<file path="src/rtl/ecc_result_serializer_if.sv">
// Result stream bundle between the ECC top, the serializer and the host bridge.
// master = serializer side, slave = environment side.
interface ecc_result_serializer_if #(
    parameter int COORD_W = 163,
    parameter int WORD_W  = 32
);
    logic               done;
    logic [COORD_W-1:0] dx;
    logic [COORD_W-1:0] dy;
    logic [WORD_W-1:0]  dout;
    logic               dout_valid;
    logic               dout_ready;
    logic               dout_last;
    logic               dout_sel;
    logic               busy;
    logic               overrun;
    logic               clr_ovr;

    modport master (
        input  done, dx, dy, dout_ready, clr_ovr,
        output dout, dout_valid, dout_last, dout_sel, busy, overrun
    );

    modport slave (
        output done, dx, dy, dout_ready, clr_ovr,
        input  dout, dout_valid, dout_last, dout_sel, busy, overrun
    );
endinterface

</file>
<file path="src/rtl/ecc_result_serializer.sv">
// Captures an ECC result point on the rise of done and streams dx then dy
// as LSB-first narrow words over valid/ready, flagging dropped results.
module ecc_result_serializer #(
    parameter int COORD_W = 163,
    parameter int WORD_W  = 32
) (
    input  logic                    clk,
    input  logic                    rst,
    ecc_result_serializer_if.master bus
);
    localparam int WPC   = (COORD_W + WORD_W - 1) / WORD_W;
    localparam int PAD_W = WPC * WORD_W;
    localparam int IDX_W = (2 * WPC > 1) ? $clog2(2 * WPC) : 1;

    localparam logic [IDX_W-1:0] LAST  = IDX_W'(2 * WPC - 1);
    localparam logic [IDX_W-1:0] WPC_I = IDX_W'(WPC);

    typedef enum logic [0:0] {
        IDLE,
        SEND
    } state_t;

    state_t             state;
    logic [COORD_W-1:0] x_r;
    logic [COORD_W-1:0] y_r;
    logic [IDX_W-1:0]   idx;
    logic               done_q;
    logic [WORD_W-1:0]  dout_r;
    logic               valid_r;
    logic               last_r;
    logic               sel_r;
    logic               busy_r;
    logic               ovr_r;

    logic               rise;
    logic [IDX_W-1:0]   idx_nxt;
    logic               xfer;
    logic               xfer_last;

    // Word i of the zero-padded {dy, dx} stream, dx words first.
    function automatic logic [WORD_W-1:0] word_of(
        input logic [COORD_W-1:0] x,
        input logic [COORD_W-1:0] y,
        input logic [IDX_W-1:0]   i
    );
        logic [2*PAD_W-1:0] cat;
        cat = '0;
        cat[COORD_W-1:0] = x;
        cat[PAD_W +: COORD_W] = y;
        return cat[i*WORD_W +: WORD_W];
    endfunction

    assign rise      = bus.done & ~done_q;
    assign idx_nxt   = idx + IDX_W'(1);
    assign xfer      = (state == SEND) & bus.dout_ready;
    assign xfer_last = xfer & (idx == LAST);

    // Capture/stream FSM with registered word, flags and overrun tracking.
    always_ff @(posedge clk) begin
        if (rst) begin
            state   <= IDLE;
            x_r     <= '0;
            y_r     <= '0;
            idx     <= '0;
            done_q  <= 1'b1;
            dout_r  <= '0;
            valid_r <= 1'b0;
            last_r  <= 1'b0;
            sel_r   <= 1'b0;
            busy_r  <= 1'b0;
            ovr_r   <= 1'b0;
        end else begin
            done_q <= bus.done;
            if (bus.clr_ovr) begin
                ovr_r <= 1'b0;
            end
            unique case (state)
                IDLE: begin
                    if (rise) begin
                        x_r     <= bus.dx;
                        y_r     <= bus.dy;
                        idx     <= '0;
                        dout_r  <= word_of(bus.dx, bus.dy, '0);
                        sel_r   <= 1'b0;
                        last_r  <= 1'b0;
                        valid_r <= 1'b1;
                        busy_r  <= 1'b1;
                        state   <= SEND;
                    end
                end
                SEND: begin
                    if (xfer_last) begin
                        if (rise) begin
                            x_r    <= bus.dx;
                            y_r    <= bus.dy;
                            idx    <= '0;
                            dout_r <= word_of(bus.dx, bus.dy, '0);
                            sel_r  <= 1'b0;
                            last_r <= 1'b0;
                        end else begin
                            idx     <= '0;
                            dout_r  <= '0;
                            sel_r   <= 1'b0;
                            last_r  <= 1'b0;
                            valid_r <= 1'b0;
                            busy_r  <= 1'b0;
                            state   <= IDLE;
                        end
                    end else begin
                        if (xfer) begin
                            idx    <= idx_nxt;
                            dout_r <= word_of(x_r, y_r, idx_nxt);
                            sel_r  <= (idx_nxt >= WPC_I);
                            last_r <= (idx_nxt == LAST);
                        end
                        if (rise) begin
                            ovr_r <= 1'b1;
                        end
                    end
                end
                default: state <= IDLE;
            endcase
        end
    end

    assign bus.dout       = dout_r;
    assign bus.dout_valid = valid_r;
    assign bus.dout_last  = last_r;
    assign bus.dout_sel   = sel_r;
    assign bus.busy       = busy_r;
    assign bus.overrun    = ovr_r;
endmodule

</file>
<file path="src/flat_wrapper.sv">
// flat-port wrapper written by rule: the top's interface ports become plain ports
module ecc_result_serializer_flat 
#(
    parameter int COORD_W = 163,
    parameter int WORD_W  = 32
)
  (clk, rst, bus_done, bus_dx, bus_dy, bus_dout_ready, bus_clr_ovr, bus_dout, bus_dout_valid, bus_dout_last, bus_dout_sel, bus_busy, bus_overrun);
  ecc_result_serializer_if #(.COORD_W(COORD_W), .WORD_W(WORD_W)) bus_i ();
  input  logic clk;
  input  logic rst;
  input wire logic [$bits(bus_i.done)-1:0] bus_done;
  input wire logic [$bits(bus_i.dx)-1:0] bus_dx;
  input wire logic [$bits(bus_i.dy)-1:0] bus_dy;
  input wire logic [$bits(bus_i.dout_ready)-1:0] bus_dout_ready;
  input wire logic [$bits(bus_i.clr_ovr)-1:0] bus_clr_ovr;
  output wire logic [$bits(bus_i.dout)-1:0] bus_dout;
  output wire logic [$bits(bus_i.dout_valid)-1:0] bus_dout_valid;
  output wire logic [$bits(bus_i.dout_last)-1:0] bus_dout_last;
  output wire logic [$bits(bus_i.dout_sel)-1:0] bus_dout_sel;
  output wire logic [$bits(bus_i.busy)-1:0] bus_busy;
  output wire logic [$bits(bus_i.overrun)-1:0] bus_overrun;
  assign bus_i.done = bus_done;
  assign bus_i.dx = bus_dx;
  assign bus_i.dy = bus_dy;
  assign bus_i.dout_ready = bus_dout_ready;
  assign bus_i.clr_ovr = bus_clr_ovr;
  assign bus_dout = bus_i.dout;
  assign bus_dout_valid = bus_i.dout_valid;
  assign bus_dout_last = bus_i.dout_last;
  assign bus_dout_sel = bus_i.dout_sel;
  assign bus_busy = bus_i.busy;
  assign bus_overrun = bus_i.overrun;
  ecc_result_serializer #(.COORD_W(COORD_W), .WORD_W(WORD_W)) u_core (.clk(clk), .rst(rst), .bus(bus_i));
endmodule
</file>
<file path="config.mk">
export PLATFORM = sky130hd
export DESIGN_NAME = ecc_result_serializer_flat
export DESIGN_NICKNAME = d
export VERILOG_FILES = /design/src/rtl/ecc_result_serializer_if.sv /design/src/rtl/ecc_result_serializer.sv /design/src/flat_wrapper.sv
export SDC_FILE = /design/constraint.sdc
export NUM_CORES = 1
export LEC_CHECK = 0
export CELL_PAD_IN_SITES_DETAIL_PLACEMENT = 1
export CELL_PAD_IN_SITES_GLOBAL_PLACEMENT = 1
export CORE_MARGIN = 4
export CORE_UTILIZATION = 37
export DETAILED_ROUTE_END_ITERATION = 7
export PLACE_DENSITY_LB_ADDON = 0.1
export SYNTH_ARGS = -nofsm -noshare
export SYNTH_HDL_FRONTEND = slang
export SYNTH_SLANG_ARGS = --single-unit
</file>
<file path="constraint.sdc">
create_clock -name clk -period 3.42 [get_ports clk]
set_clock_uncertainty 0.15 [all_clocks]
set_input_delay 0.513 -clock clk [delete_from_list [all_inputs] [get_ports clk]]
set_output_delay 0.513 -clock clk [all_outputs]
set_load 0.01 [all_outputs]
</file>
==> results of run 1 <==
## path summary, 6_finish.rpt
check / slack [ns] / end / start / depth (start not counted)
setup / recovery: 0.69 / u_core.bus.dout[23] / u_core.idx[0] / 6
hold / removal: 0.24 / u_core.bus.overrun / rst / 2
setup reg to reg: 0.69 / u_core.bus.dout[23] / u_core.idx[0] / 6
hold reg to reg: 0.30 / u_core.y_r[38] / u_core.y_r[38] / 2
## layer usage
layer	part of all wire [%]	GRT usage (%)	wire length (µm)	vias up
met2	46	40.7	28600	348
met3	4.8	4.05	2930	83
li1	-	-	-	7019
met1	46	35.4	28300	7119
met5	0	0	0	-
met4	2.6	8.03	1630	0
## power groups by stage
| stage | clock network, mW | registers [mW] | logic, mW |
|---|---|---|---|
| after detailed placement | 0 | 4.61 | 1.09 |
| final | 4.40 | 4.51 | 1.09 |
| after global placement | 0 | 4.60 | 1.08 |
| after CTS | 4.49 | 4.51 | 1.09 |
| after floorplan | 0 | 4.58 | 0.473 |
| after global routing | 4.68 | 4.53 | 1.17 |
## critical path, stage by stage (launching register included)
cell and delay [ns]:
dfxtp_4 0.37, buf_4 0.69, nand3_4 0.26, xnor2_4 0.23, buf_4 0.42, mux2i_1 0.33, o211ai_1 0.12
## stage by stage
| stage | setup slack [ns] | cells |
|---|---|---|
| floorplan | 0.793 | 1903 |
| CTS | 0.600 | 2789 |
| detailed placement | 0.558 | 2715 |
| finish | 0.688 | 2795 |
| global route | 0.455 | 2795 |
| global placement | 0.633 | 2715 |
## layout make-up
cell class              count  area (µm²)
diodes                      6        15.0
fillers                  4935       21100
repair buffers            401        4080
multi-input cells        1365        7650
clock inverters             8        43.8
clock buffers              66        1280
well taps                 577         722
inverters                   4        15.0
flip-flops and latches    368        7370
## layout by cell type, fill, tap and decap left out, types with 2 or more instances in the layout
cell type | netlist | routed
clkbuf_16 | 0 | 43
nand3b_1 | 30 | 30
ha_1 | 3 | 2
inv_1 | 4 | 3
clkbuf_1 | 52 | 11
o211ai_1 | 32 | 32
buf_4 | 10 | 22
diode_2 | 0 | 6
mux4_2 | 38 | 38
a211oi_4 | 0 | 2
a21oi_1 | 334 | 334
clkdlybuf4s50_1 | 0 | 366
nor3_1 | 2 | 2
o22ai_1 | 29 | 29
a32oi_1 | 33 | 33
clkbuf_8 | 0 | 12
dfxtp_1 | 368 | 367
clkinv_2 | 0 | 7
o21ai_0 | 30 | 30
nand2_1 | 686 | 686
nor2_1 | 8 | 8
mux2i_1 | 90 | 90
nand2b_1 | 30 | 30
buf_12 | 0 | 12
## flip-flops by register name, summed over array words and instances, names as in the netlist
| signal | cells |
|---|---|
| u_core.idx | 4 |
| u_core.bus.dout_last | 1 |
| u_core.bus.overrun | 1 |
| u_core.bus.dout | 32 |
| u_core.y_r | 163 |
| u_core.done_q | 1 |
| u_core.bus.dout_valid | 1 |
| u_core.state | 1 |
| u_core.bus.dout_sel | 1 |
| u_core.x_r | 163 |
## cells by family after synthesis
kind of cell	count (synthesis)	synth area share, %
buffers and inverters	170	6.20
xor gates and xnor gates	3	0.330
muxes	128	11.0
adders and majority gates	3	0.235
AOI/OAI and AO/OA	464	16.2
and+or+nand+nor	767	19.8
DFF	368	46.2
==> qor.txt, run 1 <==
Hold_buf cts: 0
Worst VDD drop: 0.319 mV
Synth Register Bits: 368
Total Wirelength: 61400 µm
Die area: 0.0465 mm²
Initial Util: 37.7%
Top post-synthesis cells by area: dfxtp_1 (46%), nand2_1 (16%), a21oi_1 (10%)
Clock slew at reported path FFs: 0.06 ns
Psw: 2.44 mW
Final #Nets: 2516
Status: finished, final reports clean
Fmax: 366 MHz
Share of cells above drive strength 1: 6.92%
Synth cell count leaders: nand2_1 (686), dfxtp_1 (368), a21oi_1 (334)
Combinational Power Share: 10.9%
DR vias/cell: 5.21
Synth cell types: 41
Top-area cell type share of the netlist area: 46.2%
Async set-reset flop share out of synthesis: 0%
Largest area contributor in the netlist: dfxtp_1
Worst EP required: 3.69 ns
CP max FO: 63
Total gr overflow: 0
Port Buf Inserts: 367
Clk pwr share: 44.0%
Row Count: 75
Endpoints failing setup: 0
Period minus WS final: 2.73 ns
Ys flop type: dfxtp_1
Setup bufs post-CTS: 0
Core Region: 0.0423 mm²
Post-DP Area: 0.0198 mm²
Critical path class: flip-flop to flip-flop
Die height: 216 µm
Area growth from synthesis to layout: 32.9%
Core Util, Final: 50.1%
Syn Nets: 2237
Final Cycle Share: 79.9%
Startpoint type of the worst setup path: flip-flop
Sequential share of the synthesized area: 46.2%
GRT Total Usage: 25.4%
Mapped Avg Cell Area: 8.38 µm²
DRC errors left: 0
Final HPWL DP: 44200 µm
Seq pwr share: 45.1%
CTS tree: done
CTS Buf Count: 42
Critical path capture point type: flip-flop
Clock buffer depth: 3
DR pass1 iterations: 4
Net Sw Frac: 24.4%
Clk sink count: 368
Final Hold Viols: 0
Post-synthesis instance total: 1903
DR vias: 14569
EDFF count, synth: 0
Worst slew margin: 33.0%
Largest net degree at the start of global routing: 176
Initial DRC count: 971
Post-route cell area: 0.0212 mm²
Pwr/cell area: 472 mW/mm²
Netlist area before placement: 0.0159 mm²
Tightest Hold Check Type: primary input to flip-flop
CP Data Arrival Time: 3.01 ns
Most instantiated library cell after synthesis: nand2_1
Vias in the first global route: 15015
Die X: 216 µm
First-pass GRT wire length: 91900 µm
Worst Tran Pin Value: 1.01 ns
Internal Power: 7.56 mW
Pwr Total: 10.0 mW
Drt wl/cell: 22.0 µm
RSZ-0062 raised after global routing: false
Antenna-violating nets left: 0
Initial antenna violation count: 7
Worst Hold Slack: 0.240 ns
Routability congestion estimate: 0.820
H-tree levels: 2
Max cap viols: 0
Leakage power figure: 7.32 nW
Final Max Slew Viols: 0
Root buf cell: clkbuf_16
Top-Level Pins: 368
Gates resized, CTS repair: 0
Synth Warn #: 0
Total negative setup slack: 0 ns
Worst-skew pair later-pin latency: 0.57 ns
(Power assumes the default switching activity.)
==> run 2, diff against run 1 <==
==> constraint.sdc (replaced) <==
create_clock -name clk -period 2.8 [get_ports clk]
set_clock_uncertainty 0.15 [all_clocks]
set_input_delay 0.42 -clock clk [delete_from_list [all_inputs] [get_ports clk]]
set_output_delay 0.42 -clock clk [all_outputs]
set_load 0.01 [all_outputs]
==> qor.txt, run 2 (synthesis results as in run 1) <==
Worst reg2reg endpoint: u_core.bus.dout[30] (was u_core.bus.dout[23])
DRC errors left: 0 (unchanged)
Drt wl/cell: 22.0 µm (about the same)
Status: finished, final reports clean (unchanged)
H-tree levels: 2 (unchanged)
Startpoint type of the worst setup path: flip-flop (unchanged)
Total negative setup slack: 0 ns (unchanged)
Initial DRC count: 1103 (was 971)
Initial Util: 37.7% (unchanged)
Port Buf Inserts: 367 (unchanged)
CP Data Arrival Time: 2.80 ns (was 3.01 ns)
Count of buffer and inverter cells on the critical path: 2 (unchanged)
Total Wirelength: 61600 µm (was 61400 µm)
Placed insts: 2719 (was 2715)
Share of cells above drive strength 1: 7.13% (was 6.92%)
Final Worst Setup Slack: 0.278 ns (was 0.688 ns)
Max cap viols: 0 (unchanged)
Total gr overflow: 0 (unchanged)
Die X: 216 µm (unchanged)
Non-Filler Instances: 2794 (was 2795)
Clock slew at reported path FFs: 0.06 ns (about the same)
FF-to-FF path depth: 7 (was 6)
Final Max Slew Viols: 0 (unchanged)
Post-DP Area: 0.0200 mm² (was 0.0198 mm²)
Tightest Hold Check Type: primary input to flip-flop (unchanged)
Worst Hold Slack: 0.0681 ns (was 0.240 ns)
Crit-path max cell delay: 0.45 ns (was 0.69 ns)
Worst slew margin: 48.9% (was 33.0%)
Crit path max-delay family: compound AO/OA/AOI/OAI gates (was buffers and inverters)
Endpoints failing setup: 0 (unchanged)
Initial antenna violation count: 2 (was 7)
Area growth from synthesis to layout: 33.5% (was 32.9%)
Slowest CP cell: ha_4 (was buf_4)
Period minus WS final: 2.52 ns (was 2.73 ns)
Worst Tran Pin Value: 0.767 ns (was 1.01 ns)
First-pass GRT wire length: 92100 µm (was 91900 µm)
R2r setup slk: 0.28 ns (was 0.69 ns)
Fmax: 397 MHz (was 366 MHz)
Most common cell after layout, fill and taps aside: nand2_1 (unchanged)
CTS tree: done (unchanged)
Leakage power figure: 7.37 nW (was 7.32 nW)
Worst EP required: 3.08 ns (was 3.69 ns)
RSZ-0062 raised after global routing: false (unchanged)
Post-route cell area: 0.0213 mm² (was 0.0212 mm²)
Routability congestion estimate: 0.814 (was 0.820)
Final HPWL DP: 44900 µm (was 44200 µm)
Final Hold Viols: 0 (unchanged)
Crit Reg-Reg Startpoint: u_core.idx[0] (unchanged)
Pwr/cell area: 572 mW/mm² (was 472 mW/mm²)
Hold depth: 2 (unchanged)
Clk sink count: 368 (unchanged)
Largest net degree at the start of global routing: 152 (was 176)
Gates resized, CTS repair: 0 (unchanged)
CP max FO: 41 (was 63)
Post-place setup slack: 0.184 ns (was 0.558 ns)
Die area: 0.0465 mm² (unchanged)
Critical path class: flip-flop to flip-flop (unchanged)
Row Count: 75 (unchanged)
CTS Buf Count: 42 (unchanged)
GRT Total Usage: 25.4% (about the same)
DR pass1 iterations: 5 (was 4)
Die height: 216 µm (unchanged)
Worst Hold Path EP: u_core.bus.overrun (unchanged)
DR vias: 14654 (was 14569)
Min-delay src: rst (unchanged)
DR vias/cell: 5.24 (was 5.21)
Commonest non-fill, non-tap cells in the layout: nand2_1 (686), dfxtp_1 (367), clkdlybuf4s50_1 (366) (unchanged)
Top-Level Pins: 368 (unchanged)
Vias in the first global route: 15033 (was 15015)
Final #Nets: 2520 (was 2516)
Core Region: 0.0423 mm² (unchanged)
Worst-skew pair later-pin latency: 0.56 ns (was 0.57 ns)
Setup bufs post-CTS: 0 (unchanged)
Final Cycle Share: 90.1% (was 79.9%)
Worst VDD drop: 0.383 mV (was 0.319 mV)
Worst path cell trace: inv_2, ha_4, buf_12, mux2i_1, o22ai_1, a32oi_1, o211ai_1 (was buf_4, nand3_4, xnor2_4, buf_4, mux2i_1, o211ai_1)
Critical path capture point type: flip-flop (unchanged)
Antenna-violating nets left: 0 (unchanged)
Clock buffer depth: 3 (unchanged)
Hold_buf cts: 0 (unchanged)
Root buf cell: clkbuf_16 (unchanged)
-- run 2: changes by cell type in the layout (fill, tap and decap cells not counted), sizes merged --
cell    change
clkbuf      -2
buf         +4
diode       -5
clkinv      +2
-- run 2: area by class of cell --
| cell class | count | area (µm²) |
|---|---|---|
| fill | 4892 | 21000 |
| multi-input combinational | 1365 | 7650 |
| sequential | 368 | 7370 |
| timing repair buffer | 405 | 4210 |
| clock buffer | 64 | 1260 |
| tap | 577 | 722 |
| clock inverter | 10 | 53.8 |
| inverter | 4 | 15.0 |
| antenna | 1 | 2.50 |
-- run 2: per-layer routing --
metal | wire [µm] | GRT usage [%]
met2 | 28900 | 41.4
met5 | 0 | 0
met4 | 1430 | 6.76
met3 | 2760 | 3.28
met1 | 28500 | 35.8
-- run 2: where the power goes --
group,internal [mW],switching (mW),total [mW]
combinational,0.700,0.647,1.35
clock,3.10,2.22,5.33
sequential,5.41,0.102,5.52
total,9.22,2.97,12.2
-- run 2: worst max path at each step --
stage,from,endpoint,slack (ns),depth (start not counted)
after floorplan,u_core.idx[0],u_core.bus.dout[16],0.17,10
final,u_core.idx[0],u_core.bus.dout[30],0.28,7
after global routing,u_core.idx[0],u_core.bus.dout[30],0.17,7
after CTS,u_core.idx[0],u_core.bus.dout[30],0.22,7
after detailed placement,bus_dout_ready,u_core.x_r[79],0.18,6
after global placement,u_core.idx[0],u_core.bus.dout[30],0.19,7
-- run 2: metrics by stage --
stage	util (%)	power, mW
CTS	50.3	12.3
detailed placement	47.2	6.97
global route	50.3	12.6
finish	50.3	12.2
global placement	47.2	6.95
floorplan	-	6.18
==> run 3, diff against run 2 <==
--- a/config.mk
+++ b/config.mk
@@ -8,8 +8,9 @@
 export CELL_PAD_IN_SITES_DETAIL_PLACEMENT = 1
 export CELL_PAD_IN_SITES_GLOBAL_PLACEMENT = 1
 export CORE_MARGIN = 4
-export CORE_UTILIZATION = 37
+export CORE_UTILIZATION = 35
 export DETAILED_ROUTE_END_ITERATION = 7
+export DONT_BUFFER_PORTS = 1
 export PLACE_DENSITY_LB_ADDON = 0.1
 export SYNTH_ARGS = -nofsm -noshare
 export SYNTH_HDL_FRONTEND = slang
==> qor.txt, run 3 (synthesis results as in run 1) <==
Routability congestion estimate: 0.804 (was 0.814)
Vias in the first global route: 14233 (was 15033)
DR vias/cell: 5.26 (was 5.24)
Max cap viols: 0 (unchanged)
CP max FO: 33 (was 41)
CTS Buf Count: 43 (was 42)
RSZ-0062 raised after global routing: false (unchanged)
Row Count: 77 (was 75)
Worst Hold Slack: -0.206 ns (was 0.0681 ns)
Total negative setup slack: 0 ns (unchanged)
FF-to-FF path depth: 8 (was 7)
DRC errors left: 0 (unchanged)
Hold depth: 1 (was 2)
Pwr Total: 12.3 mW (was 12.2 mW)
Worst EP required: 3.15 ns (was 3.08 ns)
Worst Hold Path EP: u_core.y_r[48] (was u_core.bus.overrun)
CP Data Arrival Time: 3.10 ns (was 2.80 ns)
Antenna-violating nets left: 0 (unchanged)
Crit Reg-Reg Startpoint: u_core.idx[1] (was u_core.idx[0])
Area growth from synthesis to layout: 30.0% (was 33.5%)
CTS tree: done (unchanged)
Top-Level Pins: 368 (unchanged)
Endpoints failing setup: 0 (unchanged)
Final Max Slew Viols: 94 (was 0)
Die X: 221 µm (was 216 µm)
Worst-skew pair later-pin latency: 0.58 ns (was 0.56 ns)
Most common cell after layout, fill and taps aside: nand2_1 (unchanged)
Largest net degree at the start of global routing: 340 (was 152)
Leakage power figure: 7.27 nW (was 7.37 nW)
Worst VDD drop: 0.472 mV (was 0.383 mV)
Clock slew at reported path FFs: 0.06 ns (about the same)
Pwr/cell area: 592 mW/mm² (was 572 mW/mm²)
Period minus WS final: 2.74 ns (was 2.52 ns)
Initial antenna violation count: 13 (was 2)
Critical path class: flip-flop to flip-flop (unchanged)
Critical path capture point type: flip-flop (unchanged)
Initial Util: 35.7% (was 37.7%)
Clock buffer depth: 3 (unchanged)
Drt wl/cell: 23.9 µm (was 22.0 µm)
Initial DRC count: 964 (was 1103)
GRT Total Usage: 24.5% (was 25.4%)
Clk sink count: 368 (unchanged)
Core Region: 0.0446 mm² (was 0.0423 mm²)
Min-delay src: rst (unchanged)
Final Cycle Share: 98.0% (was 90.1%)
Worst reg2reg endpoint: u_core.y_r[103] (was u_core.bus.dout[30])
Total gr overflow: 0 (unchanged)
Startpoint type of the worst setup path: flip-flop (unchanged)
DR vias: 14505 (was 14654)
Setup bufs post-CTS: 0 (unchanged)
Final #Nets: 2456 (was 2520)
Number of fill cells: 5175 (was 4892)
H-tree levels: 2 (unchanged)
Die area: 0.0490 mm² (was 0.0465 mm²)
R2r setup slk: 0.06 ns (was 0.28 ns)
Worst Tran Pin Value: 1.61 ns (was 0.767 ns)
Port Buf Inserts: 0 (was 367)
Share of cells above drive strength 1: 7.37% (was 7.13%)
Commonest non-fill, non-tap cells in the layout: nand2_1 (686), dfxtp_1 (367), a21oi_1 (334) (was nand2_1 (686), dfxtp_1 (367), clkdlybuf4s50_1 (366))
Total Wirelength: 66000 µm (was 61600 µm)
Status: complete, but fails checks (was finished, final reports clean)
Root buf cell: clkbuf_16 (unchanged)
Non-Filler Instances: 2757 (was 2794)
First-pass GRT wire length: 93100 µm (was 92100 µm)
Die height: 221 µm (was 216 µm)
Final Hold Viols: 49 (was 0)
Tightest Hold Check Type: primary input to flip-flop (unchanged)
Placed insts: 2362 (was 2719)
DR pass1 iterations: 5 (unchanged)
Fmax: 364 MHz (was 397 MHz)
Worst slew margin: -7.43% (was 48.9%)
Final HPWL DP: 44500 µm (was 44900 µm)
Violated checks: negative hold slack, max-slew violations
-- run 3: per-stage QoR --
step           setup WS, ns  utilization [%]  cell area (µm²)
2_1_floorplan         0.173                -            15900
3_3_place_gp          0.190             36.4            16200
3_5_place_dp          0.140             36.4            16200
4_1_cts              0.0701             43.1            19200
5_1_grt              0.0113             46.5            20700
6_report             0.0563             46.5            20700
-- run 3: cell type report --
cell class	count	area (µm²)	share of cell area, %
antenna	9	22.5	0.109
clock buffer	66	1310	6.34
clock inverter	13	108	0.519
inverter	4	15.0	0.0724
multi-input combinational	1365	7640	36.9
sequential	368	7370	35.5
tap	592	741	3.57
timing repair buffer	340	3520	17.0
-- run 3: report_power, final --
group	switching, mW	internal, mW	leakage (nW)
clock	2.33	3.33	0.707
combinational	0.531	0.538	3.58
sequential	0.138	5.42	2.99
-- run 3: repair_timing --
item | 4_1_cts | 5_1_grt
resized for setup | 0 | 1
endpoints found under the hold margin | 367 | 316
setup endpoints to repair | 0 | 9
hold buffers | 159 | 148
-- run 3: worst max-delay path, stage by stage (launching register included) --
cell           delay, ns
dfxtp_1             0.49
ha_2                0.34
nand4b_4            0.20
a21oi_4             0.27
buf_12              0.17
buf_12              0.22
nand2_1             0.08
a21oi_1             0.14
dlygate4sd3_1       0.61
-- run 3: worst max path at each step --
stage,cells after the start,startpoint,endpoint
floorplan,10,u_core.idx[0],u_core.bus.dout[16]
CTS,8,u_core.idx[1],u_core.y_r[66]
global route,8,u_core.idx[1],u_core.y_r[135]
finish,8,u_core.idx[1],u_core.y_r[103]
detailed placement,8,u_core.idx[0],u_core.bus.dout[19]
global placement,8,u_core.idx[0],u_core.bus.dout[19]
-- run 3: metal layers --
metal / track usage, % / share of wire, %
met5: 0 / 0.052
met4: 5.94 / 2.5
met3: 4.88 / 5.0
met2: 40.9 / 48
met1: 33.0 / 44
